==> src/rtl/fetch_pkg.sv <==
// fetch_pkg: shared widths, NOP encoding and queue entry layout for the fetch queue
package fetch_pkg;
  localparam int XLEN_C = 32;
  localparam logic [XLEN_C-1:0] NOP_INSTR = 32'h0000_0013;
  typedef struct packed {
    logic [XLEN_C-1:0] pc;
    logic [XLEN_C-1:0] instr;
  } fq_entry_t;
endpackage

==> src/rtl/fq_storage.sv <==
// fq_storage: unreset entry array with two write ports at tail and two async read ports at head
module fq_storage
  import fetch_pkg::*;
#(
  parameter int DEPTH = 8,
  localparam int AW = $clog2(DEPTH)
) (
  input  logic                 clk,
  input  logic [1:0]           we,
  input  logic [AW-1:0]        waddr,
  input  fq_entry_t [1:0]      wdata,
  input  logic [AW-1:0]        raddr,
  output fq_entry_t [1:0]      rdata
);
  fq_entry_t mem [DEPTH];
  always_ff @(posedge clk) begin
    if (we[0]) mem[waddr] <= wdata[0];
    if (we[1]) mem[waddr + AW'(1)] <= wdata[1];
  end
  assign rdata[0] = mem[raddr];
  assign rdata[1] = mem[raddr + AW'(1)];
endmodule

==> src/rtl/inst_fetch_queue.sv <==
// inst_fetch_queue: 2-wide in-order instruction buffer between fetch and dual decode
module inst_fetch_queue
  import fetch_pkg::*;
#(
  parameter int DEPTH = 8,
  parameter int XLEN = XLEN_C,
  localparam int AW = $clog2(DEPTH),
  localparam int CW = AW + 1
) (
  input  logic              clk_i,
  input  logic              rst_i,
  input  logic              flush_i,
  input  logic [1:0]        enq_valid_i,
  input  logic [2*XLEN-1:0] enq_instr_i,
  input  logic [2*XLEN-1:0] enq_pc_i,
  output logic              enq_ready_o,
  output logic [1:0]        deq_valid_o,
  output logic [2*XLEN-1:0] deq_instr_o,
  output logic [2*XLEN-1:0] deq_pc_o,
  input  logic [1:0]        deq_accept_i,
  output logic [CW-1:0]     count_o
);
  logic [AW-1:0] head, tail;
  logic [CW-1:0] count, enq_n, deq_n;
  logic enq_fire;
  fq_entry_t [1:0] wdata, rdata;
  assign enq_ready_o = count <= CW'(DEPTH - 2);
  assign enq_fire = enq_ready_o & enq_valid_i[0] & ~flush_i & ~rst_i;
  assign enq_n = enq_fire ? (enq_valid_i[1] ? CW'(2) : CW'(1)) : '0;
  assign deq_valid_o = {count >= CW'(2), count != '0};
  assign deq_n = CW'(deq_accept_i[0] & deq_valid_o[0]) + CW'(deq_accept_i[0] & deq_accept_i[1] & deq_valid_o[1]);
  assign wdata[0] = '{pc: enq_pc_i[XLEN-1:0], instr: enq_instr_i[XLEN-1:0]};
  assign wdata[1] = '{pc: enq_pc_i[2*XLEN-1:XLEN], instr: enq_instr_i[2*XLEN-1:XLEN]};
  fq_storage #(.DEPTH(DEPTH)) u_storage (
    .clk(clk_i),
    .we({enq_fire & enq_valid_i[1], enq_fire}),
    .waddr(tail),
    .wdata(wdata),
    .raddr(head),
    .rdata(rdata)
  );
  always_ff @(posedge clk_i) begin
    if (rst_i || flush_i) begin
      head <= '0;
      tail <= '0;
      count <= '0;
    end else begin
      head <= head + deq_n[AW-1:0];
      tail <= tail + enq_n[AW-1:0];
      count <= count + enq_n - deq_n;
    end
  end
  always_ff @(posedge clk_i) assert (rst_i || enq_valid_i != 2'b10);
  assign count_o = count;
  assign deq_instr_o = {deq_valid_o[1] ? rdata[1].instr : NOP_INSTR,
                        deq_valid_o[0] ? rdata[0].instr : NOP_INSTR};
  assign deq_pc_o = {deq_valid_o[1] ? rdata[1].pc : {XLEN{1'b0}},
                     deq_valid_o[0] ? rdata[0].pc : {XLEN{1'b0}}};
endmodule

==> config.mk <==
export PLATFORM = sky130hd
export DESIGN_NAME = inst_fetch_queue
export DESIGN_NICKNAME = d
export VERILOG_FILES = /design/src/rtl/fetch_pkg.sv /design/src/rtl/fq_storage.sv /design/src/rtl/inst_fetch_queue.sv
export SDC_FILE = /design/constraint.sdc
export NUM_CORES = 1
export LEC_CHECK = 0
export CAP_MARGIN = 40
export CELL_PAD_IN_SITES_DETAIL_PLACEMENT = 1
export CELL_PAD_IN_SITES_GLOBAL_PLACEMENT = 1
export CORE_MARGIN = 5
export CORE_UTILIZATION = 44
export CTS_CLUSTER_SIZE = 12
export DETAILED_ROUTE_END_ITERATION = 6
export GPL_TIMING_DRIVEN = 1
export PLACE_DENSITY = 0.82
export SYNTH_ARGS = -nofsm -noshare
export SYNTH_HDL_FRONTEND = slang
export SYNTH_SLANG_ARGS = --single-unit
==> constraint.sdc <==
create_clock -name clk_i -period 5.2 [get_ports clk_i]
set_input_delay 1.3 -clock clk_i [delete_from_list [all_inputs] [get_ports clk_i]]
set_output_delay 1.3 -clock clk_i [all_outputs]
set_load 0.05 [all_outputs]
-- Word-level counts from Yosys, hierarchy flattened
Memories as Yosys holds them, arrays and structs flattened. A register that Yosys moved wholly into a read port is not among the register bits.
Index checks and enable logic that the tools add are counted.
- add/subtract/negate cells: 7
- magnitude comparators: 2
- mux-type cells: 11
- bitwise operators: 9
- reductions and logical operators: 2
- operators with widths (cell ; count):
    $mux 32 ; 4
    $and 1x1->1 ; 7
    $add 3x1->3 const B ; 2
    $add 3x2->3 ; 2
    $add 4x2->4 ; 1
    $ge 4x2->1 const B ; 1
    $le 4x3->1 const B ; 1
    $mux 1 ; 4
    $mux 2 ; 2
    $reduce_bool 4->1 ; 1
    $sub 4x2->4 ; 1
    $mux 3 ; 1
    $add 1x1->2 ; 1
    $not 1->1 ; 2
    $logic_or 1x1->1 ; 1
- register bits after elaboration: 10
- RAM bits: 512
- bits of input ports: 135
- output and inout bits: 135
- word-level logic and storage cells: 35
- memories: 1
- memories (name ; words ; width ; read ports ; clocked after Yosys merged registers in ; write ports ; RTL line ; text):
    u_storage.mem ; 8 ; 64 ; 2 ; 1 ; 2 ; fq_storage.sv:15 ; fq_entry_t mem [DEPTH];

-- Longest topological paths before layout
- depth in word-level cells: 7
- mapped depth: 15
- depth with buffers taken out: 14

-- Hierarchy
A second synthesis with hierarchy kept.
- cells, all modules: 2220
- area, all modules: 31715.4 um^2
- by module, submodules not included (module ; times used ; cells an instance ; area each (um^2) ; sequential area each (um^2)):
    fq_storage ; 1 ; 2011 ; 30202.7 ; 15374.7
    inst_fetch_queue ; 1 ; 209 ; 1512.7 ; 200.2

-- Worst setup path after synthesis
No wires, ideal clock.
- kind: register to register
- start: register count[3], in the netlist count_o[3]
- end: memory u_storage.mem[6][0] (netlist name), enable pin
- library setup time: 0.507 ns
- arrival time: 5.534 ns
- required time: 4.693 ns
- setup slack: -0.841 ns
- stages on the path, launching flop included: 7
- path buffers: 0
- period minus slack after synthesis: 6.041 ns
- cell sequence: dfxtp_1 > inv_1 > ha_1 > and3_1 > nor2_1 > nand3_1 > a21oi_1
- RTL lines (item ; RTL line ; text):
    from (decl) ; inst_fetch_queue.sv:24 ; logic [CW-1:0] count, enq_n, deq_n;
    from (signal assigned) ; inst_fetch_queue.sv:50 ; count <= count + enq_n - deq_n;
    to (decl) ; fq_storage.sv:15 ;

==> run summary <==
pre-CTS WS: 0.962 ns
Final GP Congestion: 0.793
P_int: 8740 uW
Logic pwr share: 39.6%
Layout Nets: 2744
asr flop ratio synth: 0%
Seq/Total Area, Yosys: 50.5%
max frequency: 202 MHz
outcome: finished, final reports clean
GRT overflow: 0
crit path max fanout: 36
WL final: 105000 um
pin count of the biggest net entering global routing: 177
Die Wd: 275 um
area fraction of the dominant cell type after synthesis: 49.9%
Post-synth EDFFs: 512
post-synthesis net count: 2545
clock-pin slew of the registers on the worst-case setup and hold paths: 0.06 ns
GRT Util Overall: 27.0%
largest family of logic cells by synthesized area: multiplexers
I/O pin cnt: 270
die area: 75500 um^2
Post-CTS Setup Bufs: 0
fraction of layout cells with a size suffix above 1: 32.1%
post-cts resize count: 0
Syn Area/Cell: 12.9 um^2
post-route ant nets: 0
Post-Synth Simple-Gate Area: 9.52%
Die Y: 275 um
Non-Filler Instances: 3596
Clock power frac: 27.8%
Netlist cell types: 39
crit path buf inv count: 2
Net Switching: 5730 uW
1st-iter DRT viols: 2267
Layout Skew: 0.0281 ns
# clock sinks: 522
initial antenna violation count: 17
crit path launch type: register
mux share of post-synthesis cell area: 31.8%
Crit. End Element: output pin
post-synthesis adder-cell area fraction: 0.706%
P_leak: 0.0129 uW
Crit-path slowest cell: clkdlybuf4s50_1
Critical Path RT: 3.90 ns
worst hold slack: 0.743 ns
Worst Hold Class: reg -> reg
CTS Buf Count: 58
DRT Pass-1 Iters: 5
mapped cell area: 30800 um^2
CP Class: reg -> out
total core area: 69800 um^2
Synth Area in Compound Gates: 4.31%
top_reg_cell synth: edfxtp_1
Ys Warns: 0
DR WL/cell: 29.1 um
maximum vdd drop: 407 uV
IO buf count: 269
Clk Latency, worst-skew pair: 0.65 ns
crit share post-route: 95.0%
top-count cell post-synth: edfxtp_1
slew at the pin closest to its max-slew limit: 0.977 ns
Vias/cell: 6.21
Starting Density: 44.2%
num rows: 97
final setup vio count: 0
register bit total from synthesis: 522
delay of the slowest cell on the worst path: 0.72 ns
vias in the first global route: 24120
max-cap viol count: 0
Design Power: 14500 uW
first-pass GRT wire length: 154000 um
max-slew violations: 0
unrepaired setup endpoints after global routing: no
Pwr Density: 396 nW/um^2
Synth area leader: edfxtp_1
Clock Tree Buf Depth: 3
DRC Markers: 0
post-route worst setup slack: 0.259 ns
CTS tree: yes
root buffer cell: clkbuf_16
Core Util, Final: 52.3%
XOR/XNOR share of the synthesized area: 0.227%
Hold Violations, Final: 0
Final HPWL DP: 59800 um
Sequential Power Share: 32.6%
cell count after placement: 3474
top cells by area, synth: edfxtp_1 (50%), mux2_2 (14%), mux4_2 (9.6%)
critical path's top delay family: buffers and inverters
Final min period: 4.94 ns
Max-slew headroom: 34.9%
Sw Ratio: 39.6%
H-tree depth: 2
Post-synth top cells: edfxtp_1 (512), nand2_1 (498), mux2_2 (382)
detailed-route via count: 22322
CTS hold repair buffers: 0
area delta synth->final: 18.4%
Syn Inst Count: 2395
CP Data Arrival Time: 3.64 ns
Critical Path, Cell by Cell: buf_4 -> mux4_2 -> mux2i_1 -> nand2_1 -> clkdlybuf4s50_1
R2R Setup Slk: 1.77 ns
worst register-to-register path: stages, from the launching register on:
cell and delay, ns:
dfxtp_1 0.33, inv_1 0.09, ha_1 0.16, nand2b_1 0.22
buf_4 0.24, nor2_4 0.26, inv_1 0.22, and2_1 0.21
ha_1 0.17, inv_1 0.11, fa_1 0.46, ha_1 0.29
a21o_1 0.16, a21oi_1 0.16, xnor2_1 0.16, nor2_1 0.07
cells by family after synthesis:
logic type,after synthesis
compound gates,261
flops,522
xor+xnor,8
simple gates,685
fa+ha+maj,15
buf+inv,197
mux,707
cell type report:
class,count,area (um^2)
clock inverters,39,323
repair buffers,319,3300
diodes,12,30.0
inverters,17,63.8
multi-input cells,1676,14500
flip-flops and latches,522,15600
clock buffers,71,1500
fillers,6981,33300
well taps,940,1180
stage by stage:
stage	TNS [ns]	area, um^2
6_report	0	36500
4_1_cts	0	36500
2_1_floorplan	-255.62	30800
3_5_place_dp	0	34700
3_3_place_gp	0	34600
5_1_grt	0	36500
flip-flops by register name, summed over array words and instances, names as in the netlist:
register / count
tail: 3
head: 3
count_o: 4
u_storage.mem: 512
power groups by stage:
stage          clock network, uW  registers, uW  logic [uW]
2_1_floorplan                  0           4830        3460
3_3_place_gp                   0           4800        5640
3_5_place_dp                   0           4800        5720
4_1_cts                     4080           4710        5760
5_1_grt                     4270           4720        5950
6_report                    4030           4710        5730
metal layers:
metal	part of all wire [%]	global-route usage [%]
met1	39	34.1
met2	50	46.7
met3	7.6	4.75
met4	3.5	9.65
met5	0.096	0
placed cells by master, fill, tap and decap left out, drive strengths merged, types with 2 or more instances in the layout:
cell type,instances
or4,61
a21oi,250
clkbuf,71
buf,109
nor3,6
bufinv,4
and2,4
dfxtp,10
ha,11
nand2b,4
a41oi,3
mux2i,64
nand2,498
inv,20
edfxtp,512
xnor2,3
nand3b,5
and3,2
mux2,512
a31oi,6
mux4,131
diode,12
xor2,5
nor2,85
clkinv,32
fa,4
clkdlybuf4s50,210
nand3,13
final timing paths:
check / cells after the start / end / from
worst max-delay path: 5 / deq_instr_o[1] / head[2]$_SDFF_PP0_
worst min-delay path: 2 / tail[2]$_SDFF_PP0_ / tail[2]$_SDFF_PP0_
worst max register to register: 15 / count_o[3]$_SDFF_PP0_ / count_o[2]$_SDFF_PP0_
worst min register to register: 2 / tail[2]$_SDFF_PP0_ / tail[2]$_SDFF_PP0_
No activity file was read; power rests on OpenSTA's default activity.
